### config.mk
export PLATFORM = sky130hd
export DESIGN_NAME = inst_fetch_unit_flat
export DESIGN_NICKNAME = d
export VERILOG_FILES = /design/src/rtl/inst_fetch_unit_pkg.sv /design/src/rtl/inst_fetch_unit_if.sv /design/src/rtl/inst_fetch_unit_timeout_ctr.sv /design/src/rtl/inst_fetch_unit.sv /design/src/flat_wrapper.sv
export SDC_FILE = /design/constraint.sdc
export NUM_CORES = 1
export LEC_CHECK = 0
export ABC_AREA = 1
export CAP_MARGIN = 20
export CORE_ASPECT_RATIO = 1.4
export CORE_MARGIN = 10
export CORE_UTILIZATION = 42
export DETAILED_ROUTE_END_ITERATION = 12
export GPL_ROUTABILITY_DRIVEN = 0
export PLACE_DENSITY = 0.82
export SKIP_LAST_GASP = 1
export SYNTH_ARGS = -nofsm -noshare
export SYNTH_HDL_FRONTEND = slang
export SYNTH_HIERARCHICAL = 1
export SYNTH_SLANG_ARGS = --single-unit
### constraint.sdc
create_clock -name clk -period 1.7 [get_ports clk]
set_clock_uncertainty 0.1 [all_clocks]
set_input_delay 0.34 -clock clk [delete_from_list [all_inputs] [get_ports clk]]
set_output_delay 0.34 -clock clk [all_outputs]
set_load 0.005 [all_outputs]
### src/rtl/inst_fetch_unit_pkg.sv
// rtl/inst_fetch_unit_pkg.sv - shared fetch-stage state encoding, NOP and instruction memory window
package inst_fetch_unit_pkg;

   typedef enum logic [1:0] {
      IF_IDLE  = 2'd0,
      IF_REQ   = 2'd1,
      IF_VALID = 2'd2,
      IF_HALT  = 2'd3
   } if_state_e;

   localparam logic [31:0] IF_NOP = 32'h00000013;

   // Window shared with the PC range limits
   localparam logic [31:0] IF_IMEM_BASE = 32'h01000000;
   localparam logic [31:0] IF_IMEM_LAST = 32'h01000FFC;

   localparam int unsigned IF_CTR_W = 8;

endpackage

### src/rtl/inst_fetch_unit_if.sv
// rtl/inst_fetch_unit_if.sv - fetch request, instruction memory and decoder handshake bundle
interface inst_fetch_unit_if;

   logic        fetch_req;
   logic [31:0] pc_addr;
   logic        mem_req;
   logic [31:0] mem_addr;
   logic        mem_ack;
   logic [31:0] mem_rdata;
   logic [31:0] inst;
   logic        inst_valid;
   logic        inst_ack;
   logic        busy;
   logic        HALT_if;

   modport master (
      input  fetch_req, pc_addr, mem_ack, mem_rdata, inst_ack,
      output mem_req, mem_addr, inst, inst_valid, busy, HALT_if
   );

   modport slave (
      output fetch_req, pc_addr, mem_ack, mem_rdata, inst_ack,
      input  mem_req, mem_addr, inst, inst_valid, busy, HALT_if
   );

endinterface

### src/rtl/inst_fetch_unit_timeout_ctr.sv
// rtl/inst_fetch_unit_timeout_ctr.sv - 8-bit memory wait counter with terminal-count flag
module if_timeout_ctr
   import inst_fetch_unit_pkg::*;
#(
   parameter int unsigned TIMEOUT = 16
) (
   input  logic clk,
   input  logic rst,
   input  logic clr,
   input  logic en,
   output logic tc
);

   // tc marks the wait cycle whose expiry brings the count up to TIMEOUT
   localparam logic [IF_CTR_W-1:0] TC_VAL = IF_CTR_W'(TIMEOUT - 1);

   logic [IF_CTR_W-1:0] count;

   always_ff @(posedge clk or negedge rst) begin
      if (!rst) begin
         count <= '0;
      end else if (clr) begin
         count <= '0;
      end else if (en && !tc) begin
         count <= count + 1'b1;
      end
   end

   assign tc = (count == TC_VAL);

endmodule

### src/rtl/inst_fetch_unit.sv
// rtl/inst_fetch_unit.sv - single-outstanding instruction fetch with sticky fault; option IF_RANGE_CHECK_EN
module inst_fetch_unit
   import inst_fetch_unit_pkg::*;
#(
   parameter logic [31:0] IMEM_BASE = IF_IMEM_BASE,
   parameter logic [31:0] IMEM_LAST = IF_IMEM_LAST,
   parameter int unsigned TIMEOUT   = 16
) (
   input logic               clk,
   input logic               rst,
   inst_fetch_unit_if.master bus
);

   if_state_e   state;
   if_state_e   state_nxt;
   logic        accept;
   logic        addr_ok;
   logic        range_ok;
   logic        ctr_clr;
   logic        ctr_en;
   logic        tc;
   logic [31:0] mem_addr_q;
   logic [31:0] inst_q;

`ifdef IF_RANGE_CHECK_EN
   assign range_ok = (bus.pc_addr >= IMEM_BASE) && (bus.pc_addr <= IMEM_LAST);
`else
   // Without range checking only an inverted (empty) window rejects addresses
   assign range_ok = (IMEM_LAST >= IMEM_BASE);
`endif

   assign addr_ok = (bus.pc_addr[1:0] == 2'b00) && range_ok;
   assign ctr_clr = accept && addr_ok;
   assign ctr_en  = (state == IF_REQ) && !bus.mem_ack;

   if_timeout_ctr #(
      .TIMEOUT (TIMEOUT)
   ) u_timeout_ctr (
      .clk (clk),
      .rst (rst),
      .clr (ctr_clr),
      .en  (ctr_en),
      .tc  (tc)
   );

   always_ff @(posedge clk or negedge rst) begin
      if (!rst) begin
         state <= IF_IDLE;
      end else begin
         state <= state_nxt;
      end
   end

   always_comb begin
      state_nxt = state;
      accept    = 1'b0;
      case (state)
         IF_IDLE: begin
            accept = bus.fetch_req;
         end
         IF_REQ: begin
            if (bus.mem_ack) begin
               state_nxt = IF_VALID;
            end else if (tc) begin
               state_nxt = IF_HALT;
            end
         end
         IF_VALID: begin
            if (bus.inst_ack) begin
               accept    = bus.fetch_req;
               state_nxt = IF_IDLE;
            end
         end
         default: begin
            state_nxt = IF_HALT;
         end
      endcase
      if (accept) begin
         state_nxt = addr_ok ? IF_REQ : IF_HALT;
      end
   end

   always_ff @(posedge clk or negedge rst) begin
      if (!rst) begin
         mem_addr_q <= IMEM_BASE;
         inst_q     <= IF_NOP;
      end else begin
         if (accept && addr_ok) begin
            mem_addr_q <= bus.pc_addr;
         end
         if ((state == IF_REQ) && bus.mem_ack) begin
            inst_q <= bus.mem_rdata;
         end
      end
   end

   always_comb begin
      bus.mem_req    = (state == IF_REQ);
      bus.busy       = (state == IF_REQ);
      bus.inst_valid = (state == IF_VALID);
      bus.HALT_if    = (state == IF_HALT);
      bus.mem_addr   = mem_addr_q;
      bus.inst       = inst_q;
   end

endmodule

### src/flat_wrapper.sv
// flat-port wrapper written by rule: the top's interface ports become plain ports
module inst_fetch_unit_flat import inst_fetch_unit_pkg::*;
#(
   parameter logic [31:0] IMEM_BASE = IF_IMEM_BASE,
   parameter logic [31:0] IMEM_LAST = IF_IMEM_LAST,
   parameter int unsigned TIMEOUT   = 16
)
  (clk, rst, bus_fetch_req, bus_pc_addr, bus_mem_ack, bus_mem_rdata, bus_inst_ack, bus_mem_req, bus_mem_addr, bus_inst, bus_inst_valid, bus_busy, bus_HALT_if);
  inst_fetch_unit_if bus_i ();
  input logic clk;
  input logic rst;
  input wire logic [$bits(bus_i.fetch_req)-1:0] bus_fetch_req;
  input wire logic [$bits(bus_i.pc_addr)-1:0] bus_pc_addr;
  input wire logic [$bits(bus_i.mem_ack)-1:0] bus_mem_ack;
  input wire logic [$bits(bus_i.mem_rdata)-1:0] bus_mem_rdata;
  input wire logic [$bits(bus_i.inst_ack)-1:0] bus_inst_ack;
  output wire logic [$bits(bus_i.mem_req)-1:0] bus_mem_req;
  output wire logic [$bits(bus_i.mem_addr)-1:0] bus_mem_addr;
  output wire logic [$bits(bus_i.inst)-1:0] bus_inst;
  output wire logic [$bits(bus_i.inst_valid)-1:0] bus_inst_valid;
  output wire logic [$bits(bus_i.busy)-1:0] bus_busy;
  output wire logic [$bits(bus_i.HALT_if)-1:0] bus_HALT_if;
  assign bus_i.fetch_req = bus_fetch_req;
  assign bus_i.pc_addr = bus_pc_addr;
  assign bus_i.mem_ack = bus_mem_ack;
  assign bus_i.mem_rdata = bus_mem_rdata;
  assign bus_i.inst_ack = bus_inst_ack;
  assign bus_mem_req = bus_i.mem_req;
  assign bus_mem_addr = bus_i.mem_addr;
  assign bus_inst = bus_i.inst;
  assign bus_inst_valid = bus_i.inst_valid;
  assign bus_busy = bus_i.busy;
  assign bus_HALT_if = bus_i.HALT_if;
  inst_fetch_unit #(.IMEM_BASE(IMEM_BASE), .IMEM_LAST(IMEM_LAST), .TIMEOUT(TIMEOUT)) u_core (.clk(clk), .rst(rst), .bus(bus_i));
endmodule
Word-level counts from Yosys, hierarchy flattened
Cells that the tools add are included.
{"block": "op_classes", "n_mux": 10, "reduce_logical": 10, "n_eq_ne": 7, "addsub": 1}
{"operator": "$mux 8", "n": 2}
{"operator": "$mux 2", "n": 5}
{"operator": "$add 8x1->8 const B", "n": 1}
{"operator": "$eq 8x4->1 const B", "n": 1}
{"operator": "$pmux 2 s3", "n": 1}
{"operator": "$eq 2x2->1 const B", "n": 2}
{"operator": "$logic_and 1x1->1", "n": 4}
{"operator": "$logic_not 2->1", "n": 2}
{"operator": "$ne 4x2->1 const B", "n": 1}
{"operator": "$ne 3x2->1 const B", "n": 1}
{"operator": "$reduce_and 3->1", "n": 1}
{"operator": "$eq 2x1->1 const B", "n": 1}
{"operator": "$logic_not 1->1", "n": 2}
{"operator": "$ne 2x1->1 const B", "n": 1}
{"operator": "$pmux 1 s2", "n": 1}
{"operator": "$reduce_bool 2->1", "n": 1}
{"operator": "$mux 1", "n": 1}
{"block": "totals", "in_bits": 69, "wordCells": 32, "register_bits": 74, "output_inout_bits": 68}

Depth between registers and ports, before layout
Gate-level depths: netlist of the first run.
{"block": "logic_depth", "depth_word": 5, "ltp_mapped": 9, "ltp_nobuf": 8}

Cells and area by module
Netlist of the first run, hierarchy kept.
{"mod": "inst_fetch_unit", "instances": 1, "area_each_um2": 2701.3, "seq_area_each_um2": 1656.6, "cells_per_inst": 307}
{"mod": "if_timeout_ctr", "instances": 1, "area_each_um2": 494.2, "seq_area_each_um2": 200.2, "cells_per_inst": 67}

Least setup slack after synthesis of the first run
Ideal clock, no wire load.
{"block": "synth_timing", "kind": "register -> register", "start": "reg u_core.state[1]", "end": "reg u_core.u_timeout_ctr.count[0]", "slack_ns": 0.258, "path_buffers": 1, "required_time_ns": 1.479, "stages_incl_launch_ff": 8, "setup_ns": 0.121, "t_arrival_ns": 1.221, "synth_period_minus_slack_ns": 1.442, "cell_sequence": "dfrtp_1 > nand2_2 > nand3_4 > nor2_8 > buf_4 > inv_1 > nand2_1 > o21ai_1"}
{"block": "synth_via", "elab_chain_len": 4, "elab_cells_between_ends": 9, "cone_classes": "eq/ne: 2; mux: 2; reduce/logical: 5"}
{"element": "from (decl)", "line": "inst_fetch_unit.sv:14", "source": "if_state_e state;"}
{"element": "from (signal assigned)", "line": "inst_fetch_unit.sv:50", "source": "state <= state_nxt;"}
{"element": "$eq 2x2->1 or $logic_not 2->1 (tied branches)", "line": "inst_fetch_unit.sv:57", "source": "case (state)"}
{"element": "$pmux 1 s2 (*)", "line": "inst_fetch_unit.sv:57"}
{"element": "$logic_and 1x1->1 (*)", "line": "inst_fetch_unit.sv:33", "source": "assign ctr_clr = accept && addr_ok;"}
{"element": "named net u_core.ctr_clr", "line": "inst_fetch_unit.sv:19", "source": "logic ctr_clr;"}
{"element": "$mux 8 or $reduce_bool 2->1 (tied branches)"}
{"element": "to (signal assigned)", "line": "inst_fetch_unit_timeout_ctr.sv:25", "source": "count <= count + 1'b1;"}
{"element": "to (decl)", "line": "inst_fetch_unit_timeout_ctr.sv:17", "source": "logic [IF_CTR_W-1:0] count;"}
The timed path passes the listed nets; every way through them passes the cells marked *.
A chain may end at the register's enable or synchronous reset.

Worst setup path in the final report of the first run
{"block": "layout_timing", "start": "reg u_core.inst_q[24] (netlist: u_core/bus.inst[24])", "end": "out bus_inst[24]"}
{"element": "from (decl)", "line": "inst_fetch_unit.sv:23", "source": "logic [31:0] inst_q;"}
{"element": "from (signal assigned)", "line": "inst_fetch_unit.sv:92", "source": "inst_q <= bus.mem_rdata;"}
{"element": "to (decl)", "line": "flat_wrapper.sv:19", "source": "output wire logic [$bits(bus_i.inst)-1:0] bus_inst;"}
No word-level cell between the ends.

==> out/qor.yml, run 1 <==
worst_setup_path:
  reg2reg_to: "u_core/bus.inst[21]"
  worstSetupPathType: "flip-flop to primary output"
  r2r_cells: 7
  cp.buffers_inverters: 1
  startpoint_type: "flip-flop"
  reg2reg_from: "u_core/state[1]"
  worstPathMaxFanout: 2
  crit_path_end_kind: "primary output"
  cp.required_ns: 1.26
  cp_cell_sequence: "clkdlybuf4s50_1"
  crit_slowest_cell: "clkdlybuf4s50_1"
  path_delay_family: "buffers and inverters"
  slowest_delay_ns: 0.55
  critPathArrivalTime_ns: 1.27
  regToRegSetupSlack_ns: 0.08
  cp.depth: 1
global_routing:
  grt_antenna_before_repair: 0
  grt_start_max_net_pins: 75
  track_usage_pct: 16.3
  grt_pass1_wl_um: 14900
  grt_pass1_vias: 2916
  grt-ovfl-total: 0
synthesis:
  synth_top_area_share_pct: 54.8
  synth_cells: 374
  synth_top_family_by_area: "simple AND/OR/NAND/NOR gates"
  ys.flop_type: "dfrtp_1"
  synth_fp_nets: 444
  synth_area_leaders: "dfrtp_1, nand2_1, nand3_1"
  yosys.area_share.simple_pct: 34.3
  yosysSeqAreaShare_pct: 58.1
  netlist_area_um2: 3200
  synth-seq-cells: 74
  synthTopCellsByCount: "nand2_1, dfrtp_1, nand3_1"
  ys_types: 24
  synth-xor-area-share_pct: 0.548
  synthAdderAreaFrac_pct: 0.392
  muxShareOfSynthArea_pct: 0
  yosys.area.top_type: "dfrtp_1"
  yosys_warnings: 6
  synth-edff-count: 0
  synth_compound_area_share_pct: 0.705
  synthArstFlopShare_pct: 100
  syn_area_per_cell_um2: 8.54
  yosysMostFrequentCell: "nand2_1"
clocking:
  clockBufferDepth: 2
  htreeDepth: 3
  clkTransAtPathRegs_ns: 0.07
  cts_tree: "done"
  cts_buffers: 9
  clock-root-buffer: "clkbuf_8"
  cts_num_sinks: 74
  clkLatencyLatePin_ns: 0.34
worst_hold_path:
  hold_path_end: "u_core/bus.inst[1]"
  holdPathStages: 2
  hold_path.class: "flip-flop to flip-flop"
  min_from: "u_core/bus.inst[1]"
routing:
  drc: 0
  vias: 2974
  drtIter0Drc: 227
  vias_per_cell: 4.77
  firstDrtPassIters: 4
  routed_wl_um: 9800
  wl_per_cell_um: 15.7
  drtAntennaViolNets: 0
final_layout:
  drive_above_1_share_pct: 10.3
  nFillCells: 596
  final_cells: 624
  area_growth_pct: 55.1
  utilization_pct: 66.9
  nets: 591
status:
  status: "complete, but fails checks"
  violations: "setup timing"
pwr:
  seq_power_share_pct: 39.0
  p_sw_share_pct: 33.9
  power.leakage_nw: 2.70
  ir_drop_mv: 0.742
  powerDensity_nw_per_um2: 1580
  intPower_mw: 5.19
  p_sw_mw: 2.66
  p_clk_share_pct: 16.3
  combPwrFrac_pct: 44.7
placed_design:
  dp_hpwl_um: 7260
  dp.cells: 602
  io_buffers: 136
sta:
  fin_crit_sh_pct: 100
  maxSlewHeadroom_pct: 73.4
  final_hold_viol_count: 0
  maxSlewViolCount: 0
  fmax_ghz: 0.585
  finalSetupViolCount: 1
  timing.final.ws_setup_ns: -0.00835
  tightest_slew_ns: 0.398
  fin_crit_ns: 1.71
  fin_hold_ws_ns: 0.366
floorplanning:
  die_h_um: 123
  start_util_pct: 43.1
  die_w_um: 93.7
  io_pins: 137
  coreArea_um2: 7410
  die_area_um2: 11500
  placementRows: 37
flow_run:
  cap_violations: 0
-- how the worst max path moves through the flow --
stage                                   start                             to
after global routing      u_core/bus.inst[24]                   bus_inst[24]
final                     u_core/bus.inst[24]                   bus_inst[24]
after detailed placement          bus_mem_ack  u_core/u_timeout_ctr/count[7]
after CTS                     u_core/state[0]                 bus_inst_valid
after global placement         bus_pc_addr[0]  u_core/u_timeout_ctr/count[3]
after floorplan               u_core/state[1]  u_core/u_timeout_ctr/count[0]
-- flip-flops by register name, summed over array words and instances (netlist names) --
signal and cells:
u_core/u_timeout_ctr/count 8, u_core/bus.inst 32, u_core/state 2, u_core/bus.mem_addr 32
-- tightest hold or removal path, cell delays in order, from the launching register on --
cell and delay [ns]:
dfstp_2 0.37, nand2_1 0.06, nand2_1 0.04
-- layer usage --
metal  up-vias  part of all wire [%]  global-route usage, %
met1      1413                    38                   17.9
li1       1454                     -                      -
met3        15                   5.4                   2.91
met4         0                   2.5                   10.0
met5         -                     0                      0
met2        92                    54                   28.6
-- layout by cell type, fill, tap and decap left out --
master | synthesis | layout
buf_12 | 0 | 2
buf_4 | 4 | 13
buf_6 | 3 | 2
buf_8 | 0 | 1
clkbuf_2 | 0 | 1
clkbuf_8 | 0 | 12
clkdlybuf4s50_1 | 0 | 109
clkinv_2 | 0 | 3
dfrtp_1 | 70 | 69
dfrtp_2 | 0 | 1
dfstp_2 | 4 | 4
diode_2 | 0 | 1
dlygate4sd2_1 | 0 | 7
dlygate4sd3_1 | 0 | 1
dlymetal6s2s_1 | 0 | 17
ha_1 | 1 | 1
inv_1 | 18 | 18
inv_2 | 2 | 2
inv_4 | 1 | 1
inv_6 | 0 | 1
nand2_1 | 187 | 186
nand2_2 | 3 | 4
nand3_1 | 40 | 40
nand3_2 | 1 | 1
nand3_4 | 1 | 1
nand3b_1 | 1 | 1
nand4_1 | 4 | 4
nor2_1 | 13 | 13
nor2_4 | 4 | 4
nor2_8 | 1 | 1
o21ai_0 | 1 | 1
o21ai_1 | 2 | 2
o21bai_1 | 1 | 1
xor2_1 | 2 | 2
-- layout make-up --
class | instances | area (µm²) | share of cell area (%)
Multi-Input combinational cell | 262 | 1150 | 23.2
Clock buffer | 12 | 165 | 3.33
Timing Repair Buffer | 153 | 1560 | 31.4
Sequential cell | 74 | 1860 | 37.5
Inverter | 21 | 81.3 | 1.64
Antenna cell | 1 | 2.50 | 0.0505
Clock inverter | 4 | 23.8 | 0.480
Tap cell | 97 | 121 | 2.45
-- stage by stage --
step / worst slack [ns] / power [mW] / TNS (ns) / cell area (µm²)
after floorplan: 0.258 / 4.40 / 0 / 3200
after global placement: -0.00756 / 6.52 / -0.00968 / 4680
after detailed placement: -0.0667 / 6.65 / -0.423 / 4680
after CTS: -0.260 / 7.94 / -0.736 / 4890
after global routing: -0.0447 / 8.44 / -0.0546 / 4950
final: -0.00835 / 7.86 / -0.00835 / 4960
-- power groups by stage --
stage	sequential [mW]	clock [mW]	combinational [mW]
after global routing	3.16	1.39	3.88
after detailed placement	3.09	0	3.56
after CTS	3.06	1.32	3.56
after global placement	3.05	0	3.46
final	3.06	1.28	3.51
after floorplan	3.14	0	1.26
-- kinds of logic (layout without fill, tap and decap cells) --
logic type	Yosys count	count (layout)
DFF	74	74
AOI/OAI and AO/OA	4	4
buffers and inverters	38	190
other	0	1
and+or+nand+nor	255	255
xor gates and xnor gates	2	2
adders and majority gates	1	1
-- what timing repair did --
action | in CTS | in global routing
resized for setup | 9 | 28
setup buffers | 3 | 2
setup endpoints to repair | 10 | 53
endpoints found under the hold margin | 70 | 0
hold buffers | 1 | 0
pin swaps | 1 | 1
Note: power is estimated with default switching activity, not from simulation.
==> inputs of run 2 (changes only) <==
- RECOVER_POWER: unset -> 50
- TNS_END_PERCENT: unset -> 30
==> run 2 against run 1 <==
  * The run still ends with setup timing left
  * Largest power group unchanged
  * Global-route usage hardly changed
  * Worst hold slack worse by 0.0017 ns
  * Via count decreased by 0.91%
  * Die area did not move
  * Routed wire length down 0.27%
  * Final cell count grew 0.16%
  * Combinational power up 3%
  * Maximum frequency shrank 11%
  * Critical path type unchanged
  * Critical path depth rose by 4
  * Count of clock-buffer cells in the layout did not move
  * Non-clock buffer count is 1 higher
  * Worst setup slack got worse by 0.22 ns
==> out/qor.yml, run 2 (synthesized netlist as in run 1, its figures left out) <==
routing:
  drtIter0Drc: 193  # was 227
  firstDrtPassIters: 4  # unchanged
  drtAntennaViolNets: 0  # unchanged
  drc: 0  # unchanged
  vias: 2947  # was 2974
  wl_per_cell_um: 15.6  # was 15.7 µm
  routed_wl_um: 9770  # was 9800 µm
  vias_per_cell: 4.72  # was 4.77
global_routing:
  grt_pass1_vias: 2913  # was 2916
  grt-ovfl-total: 0  # unchanged
  grt_start_max_net_pins: 75  # unchanged
  grt_pass1_wl_um: 14900  # about the same
  grt_antenna_before_repair: 0  # unchanged
  track_usage_pct: 16.3  # about the same
final_layout:
  area_growth_pct: 53.8  # was 55.1%
  nets: 592  # was 591
  mostFrequentLayoutCell: "nand2_1"  # unchanged
  final_cells: 625  # was 624
  drive_above_1_share_pct: 9.87  # was 10.3%
  mostFrequentLayoutCells: "nand2_1, clkdlybuf4s50_1, dfrtp_1"  # unchanged
  utilization_pct: 66.4  # was 66.9%
  nFillCells: 601  # was 596
sta:
  fin_tns_setup_ns: -0.583  # was -0.00835 ns
  fin_crit_sh_pct: 113  # was 100%
  fin_crit_ns: 1.92  # was 1.71 ns
  fin_hold_ws_ns: 0.364  # was 0.366 ns
  rsz0062_at_grt: "true"
  final_hold_viol_count: 0  # unchanged
  tightest_slew_ns: 1.00  # was 0.398 ns
  timing.final.ws_setup_ns: -0.224  # was -0.00835 ns
  finalSetupViolCount: 4  # was 1
  maxSlewHeadroom_pct: 33.2  # was 73.4%
  maxSlewViolCount: 0  # unchanged
  fmax_ghz: 0.520  # was 0.585 GHz
pwr:
  p_clk_share_pct: 16.1  # was 16.3%
  powerDensity_nw_per_um2: 1620  # was 1580 nW/µm²
  seq_power_share_pct: 38.4  # was 39.0%
  p_sw_share_pct: 33.3  # was 33.9%
  power.leakage_nw: 2.47  # was 2.70 nW
  p_sw_mw: 2.66  # about the same
  combPwrFrac_pct: 45.4  # was 44.7%
  ir_drop_mv: 0.753  # was 0.742 mV
  intPower_mw: 5.32  # was 5.19 mW
  power_mw: 7.99  # was 7.86 mW
clocking:
  cts_buffers: 9  # unchanged
  clock-root-buffer: "clkbuf_8"  # unchanged
  clkLatencyLatePin_ns: 0.35  # was 0.34 ns
  clkTransAtPathRegs_ns: 0.07  # about the same
  htreeDepth: 3  # unchanged
  clockBufferDepth: 2  # unchanged
  cts_tree: "done"  # unchanged
  cts_num_sinks: 74  # unchanged
status:
  status: "complete, but fails checks"  # unchanged
  violations: "setup timing"  # unchanged
worst_setup_path:
  startpoint_type: "flip-flop"  # unchanged
  crit_path_end_kind: "primary output"  # unchanged
  path_delay_family: "buffers and inverters"  # unchanged
  cp.buffers_inverters: 4  # was 1
  slowest_delay_ns: 0.37  # was 0.55 ns
  cp_cell_sequence: "inv_2, buf_4, nor2_4, buf_4, dlygate4sd2_1"  # was clkdlybuf4s50_1
  critPathArrivalTime_ns: 1.48  # was 1.27 ns
  crit_slowest_cell: "dfrtp_1"  # was clkdlybuf4s50_1
  worstPathMaxFanout: 3  # was 2
  crit_top_cell: "buf_4"
  worstSetupPathType: "flip-flop to primary output"  # unchanged
  cp.required_ns: 1.26  # about the same
flow_run:
  cap_violations: 0  # unchanged
floorplanning:
  die_w_um: 93.7  # unchanged
  die_h_um: 123  # unchanged
  placementRows: 37  # unchanged
  start_util_pct: 43.1  # unchanged
  die_area_um2: 11500  # unchanged
  coreArea_um2: 7410  # unchanged
  io_pins: 137  # unchanged
placed_design:
  io_buffers: 136  # unchanged
  dp_hpwl_um: 7260  # unchanged
  dp.cells: 602  # unchanged
worst_hold_path:
  hold_path.class: "flip-flop to flip-flop"  # unchanged
run 2: cell types whose count changed in the layout (fill, tap and decap cells not counted), moves of 2 or more:
| cell | previous run | this run |
|---|---|---|
| clkdlybuf4s50_1 | 109 | 129 |
| dlymetal6s2s_1 | 17 | 1 |
| dlygate4sd2_1 | 7 | 2 |
| buf_6 | 2 | 0 |
| clkbuf_4 | 0 | 2 |
| clkdlybuf4s25_1 | 0 | 2 |
run 2: repair_timing:
action	in CTS	in global routing
buffers inserted	3	1
pin swaps	1	0
cloned	0	1
hold endpoints to repair	70	0
resized for setup	2	10
endpoints found under the setup margin	10	59
hold buffers	1	0
run 2: tightest hold or removal path: cells and delay by family (launching register included):
kind             cells  cell delay, ns
and+or+nand+nor      2            0.10
DFF                  1            0.37
run 2: worst paths after layout:
path                                         start                       endpoint  slack (ns)  cells past startpoint
worst max-delay path               u_core/state[0]                       bus_busy       -0.22                      5
worst min-delay path            u_core/bus.inst[1]             u_core/bus.inst[1]        0.36                      2
worst max register to register     u_core/state[0]  u_core/u_timeout_ctr/count[0]        0.06                      8
worst min register to register  u_core/bus.inst[1]             u_core/bus.inst[1]        0.36                      2
max in group asynchronous                      rst                u_core/state[1]        0.07                      3
min in group asynchronous                      rst            u_core/bus.inst[29]        0.73                      3
run 2: area by class of cell:
class	count	area (µm²)	area share [%]
flip-flops and latches	74	1860	37.8
repair buffers	154	1530	31.1
multi-input cells	262	1130	23.1
clock buffers	12	165	3.36
well taps	97	121	2.47
inverters	21	81.3	1.65
clock inverters	4	23.8	0.484
diodes	1	2.50	0.0509
run 2: layer usage:
metal,GRT usage [%],vias to the layer above,part of all wire [%]
met3,2.85,18,5.0
met5,0,-,0
li1,-,1453,-
met4,10.0,0,2.7
met1,17.9,1395,38
met2,28.6,81,54
run 2: per-stage QoR:
| step | cell area, µm² | setup WS, ns |
|---|---|---|
| 2_1_floorplan | 3200 | 0.258 |
| 3_3_place_gp | 4680 | -0.00756 |
| 3_5_place_dp | 4680 | -0.0667 |
| 4_1_cts | 4900 | -0.260 |
| 5_1_grt | 4910 | -0.288 |
| 6_report | 4920 | -0.224 |
run 2: power by group through the flow:
stage	Combinational, mW	Clock [mW]	Sequential (mW)
6_report	3.63	1.29	3.07
3_5_place_dp	3.56	0	3.09
3_3_place_gp	3.46	0	3.05
5_1_grt	4.01	1.39	3.17
4_1_cts	3.62	1.32	3.06
2_1_floorplan	1.26	0	3.14
==> inputs of run 3 (changes only) <==
- CTS_CLUSTER_DIAMETER: unset -> 30
- GPL_TIMING_DRIVEN: unset -> 0
- PLACE_DENSITY: 0.82 -> 0.86
==> run 3 against run 2 <==
  * The run still ends with setup timing left
  * Cell area grew 3.5%
  * First-iteration DRC count shrank 15%
  * Via count grew 3.4%
  * Count of clock-buffer cells in the layout fell by 1
  * Critical path depth down 1
==> out/qor.yml, run 3 (synthesized netlist as in run 1, its figures left out) <==
status:
  status: "complete, but fails checks"  # unchanged
  violations: "setup timing"  # unchanged
worst_setup_path:
  worstSetupPathType: "flip-flop to primary output"  # unchanged
  worstPathMaxFanout: 5  # was 3
  startpoint_type: "flip-flop"  # unchanged
  reg2reg_from: "u_core/state[0]"  # unchanged
  slowest_delay_ns: 0.43  # was 0.37 ns
  crit_path_end_kind: "primary output"  # unchanged
  reg2reg_to: "u_core/bus.inst[3]"  # was u_core/u_timeout_ctr/count[0]
  regToRegSetupSlack_ns: 0.01  # was 0.06 ns
  crit_slowest_cell: "dfrtp_2"  # was dfrtp_1
  cp.buffers_inverters: 3  # was 4
  cp.required_ns: 1.26  # about the same
  r2r_cells: 8  # unchanged
  cp_cell_sequence: "buf_6, nand2_1, inv_1, dlygate4sd2_1"  # was inv_2, buf_4, nor2_4, buf_4, dlygate4sd2_1
  critPathArrivalTime_ns: 1.31  # was 1.48 ns
  path_delay_family: "buffers and inverters"  # unchanged
final_layout:
  drive_above_1_share_pct: 12.2  # was 9.87%
  nFillCells: 575  # was 601
  area_growth_pct: 59.2  # was 53.8%
  diodes: 0  # was 1
  mostFrequentLayoutCells: "nand2_1, clkdlybuf4s50_1, dfrtp_1"  # unchanged
  mostFrequentLayoutCell: "nand2_1"  # unchanged
  utilization_pct: 68.7  # was 66.4%
  final_cells: 638  # was 625
  nets: 606  # was 592
  ff_latch_area_um2: 1860  # unchanged
  multi_input_area_um2: 1160  # was 1130 µm²
pwr:
  p_clk_share_pct: 19.2  # was 16.1%
  combPwrFrac_pct: 44.3  # was 45.4%
  powerDensity_nw_per_um2: 1640  # was 1620 nW/µm²
  power.leakage_nw: 2.60  # was 2.47 nW
  ir_drop_mv: 0.877  # was 0.753 mV
  p_sw_mw: 2.69  # was 2.66 mW
  p_sw_share_pct: 32.1  # was 33.3%
  intPower_mw: 5.68  # was 5.32 mW
  power_mw: 8.37  # was 7.99 mW
  seq_power_share_pct: 36.6  # was 38.4%
worst_hold_path:
  hold_path_end: "u_core/bus.inst[0]"  # was u_core/bus.inst[1]
  holdPathStages: 3  # was 2
  hold_path.class: "input port to flip-flop"  # was flip-flop to flip-flop
  min_from: "bus_mem_ack"  # was u_core/bus.inst[1]
sta:
  fin_crit_sh_pct: 103  # was 113%
  maxSlewViolCount: 0  # unchanged
  final_hold_viol_count: 0  # unchanged
  maxSlewHeadroom_pct: 61.3  # was 33.2%
  tightest_slew_ns: 0.580  # was 1.00 ns
  fin_crit_ns: 1.75  # was 1.92 ns
  fmax_ghz: 0.572  # was 0.520 GHz
  finalSetupViolCount: 2  # was 4
  timing.final.ws_setup_ns: -0.0497  # was -0.224 ns
  rsz0062_at_grt: "true"  # unchanged
routing:
  drtAntennaViolNets: 0  # unchanged
  drc: 0  # unchanged
  vias_per_cell: 4.78  # was 4.72
  vias: 3048  # was 2947
  routed_wl_um: 9590  # was 9770 µm
  wl_per_cell_um: 15.0  # was 15.6 µm
  drtIter0Drc: 164  # was 193
  firstDrtPassIters: 4  # unchanged
floorplanning:
  io_pins: 137  # unchanged
  coreArea_um2: 7410  # unchanged
  die_w_um: 93.7  # unchanged
  start_util_pct: 43.1  # unchanged
  placementRows: 37  # unchanged
  die_area_um2: 11500  # unchanged
  die_h_um: 123  # unchanged
flow_run:
  cap_violations: 0  # unchanged
clocking:
  htreeDepth: 3  # unchanged
  clock-root-buffer: "clkbuf_8"  # unchanged
  clkTransAtPathRegs_ns: 0.07  # about the same
  cts_num_sinks: 74  # unchanged
  clockBufferDepth: 2  # unchanged
  clkLatencyLatePin_ns: 0.34  # was 0.35 ns
  cts_buffers: 9  # unchanged
  cts_tree: "done"  # unchanged
global_routing:
  grt_pass1_wl_um: 15300  # was 14900 µm
  grt-ovfl-total: 0  # unchanged
  track_usage_pct: 16.7  # was 16.3%
  grt_pass1_vias: 3049  # was 2913
  grt_antenna_before_repair: 0  # unchanged
  grt_start_max_net_pins: 66  # was 75
placed_design:
  io_buffers: 135  # was 136
  dp_worst_setup_slack_ns: -0.343  # was -0.0667 ns
  dp.cells: 607  # was 602
  dp_hpwl_um: 7230  # was 7260 µm
==> run 3: power by group through the flow <==
stage	clock (mW)	sequential [mW]	combinational, mW
5_1_grt	1.73	3.16	4.10
2_1_floorplan	0	3.14	1.26
4_1_cts	1.65	3.05	3.71
3_5_place_dp	0	3.10	3.52
6_report	1.60	3.06	3.70
3_3_place_gp	0	3.06	3.41
==> run 3: worst max path at each step <==
stage	from	to	cells past startpoint
floorplan	u_core/state[1]	u_core/u_timeout_ctr/count[0]	7
global placement	rst	u_core/bus.inst[20]	1
detailed placement	bus_inst_ack	u_core/u_timeout_ctr/count[3]	10
CTS	u_core/state[0]	bus_mem_req	6
global route	u_core/state[1]	bus_inst_valid	4
finish	u_core/state[1]	bus_inst_valid	4
==> run 3: what timing repair did <==
action,4_1_cts,5_1_grt
buffers inserted,7,8
endpoints found under the hold margin,9,0
resized for setup,8,22
pin swaps,1,7
gates cloned,0,0
setup endpoints to repair,10,43
hold buffers,1,0
==> run 3: area by class of cell <==
type                            count  area share [%]
Buffer                             16            2.39
Timing Repair Buffer              152            29.6
Multi-Input combinational cell    262            22.8
Clock inverter                      5            2.02
Tap cell                           97            2.39
Inverter                           21            1.67
Clock buffer                       11            2.58
Sequential cell                    74            36.5
==> run 3: per-layer routing <==
metal | part of all wire, % | track usage, % | up-vias
li1 | - | - | 1479
met3 | 10 | 6.67 | 10
met2 | 50 | 28.3 | 115
met5 | 0 | 0 | -
met4 | 1.2 | 5.52 | 0
met1 | 39 | 18.6 | 1444
==> run 3: worst reg2reg max path, delay by kind of cell, from the launching register on <==
| family | cells | cell delay, ns |
|---|---|---|
| simple gates | 4 | 0.41 |
| buf+inv | 4 | 0.68 |
| flops | 1 | 0.38 |
==> run 3: stage by stage <==
step	hold slack [ns]	cell area, µm²	setup TNS, ns
final	0.189	5090	-0.0562
after global routing	0.195	5090	-6.28
after CTS	0.165	5010	-1.24
after detailed placement	0.0888	4690	-5.32
after global placement	0.352	4670	-171.77
after floorplan	-0.0556	3200	0
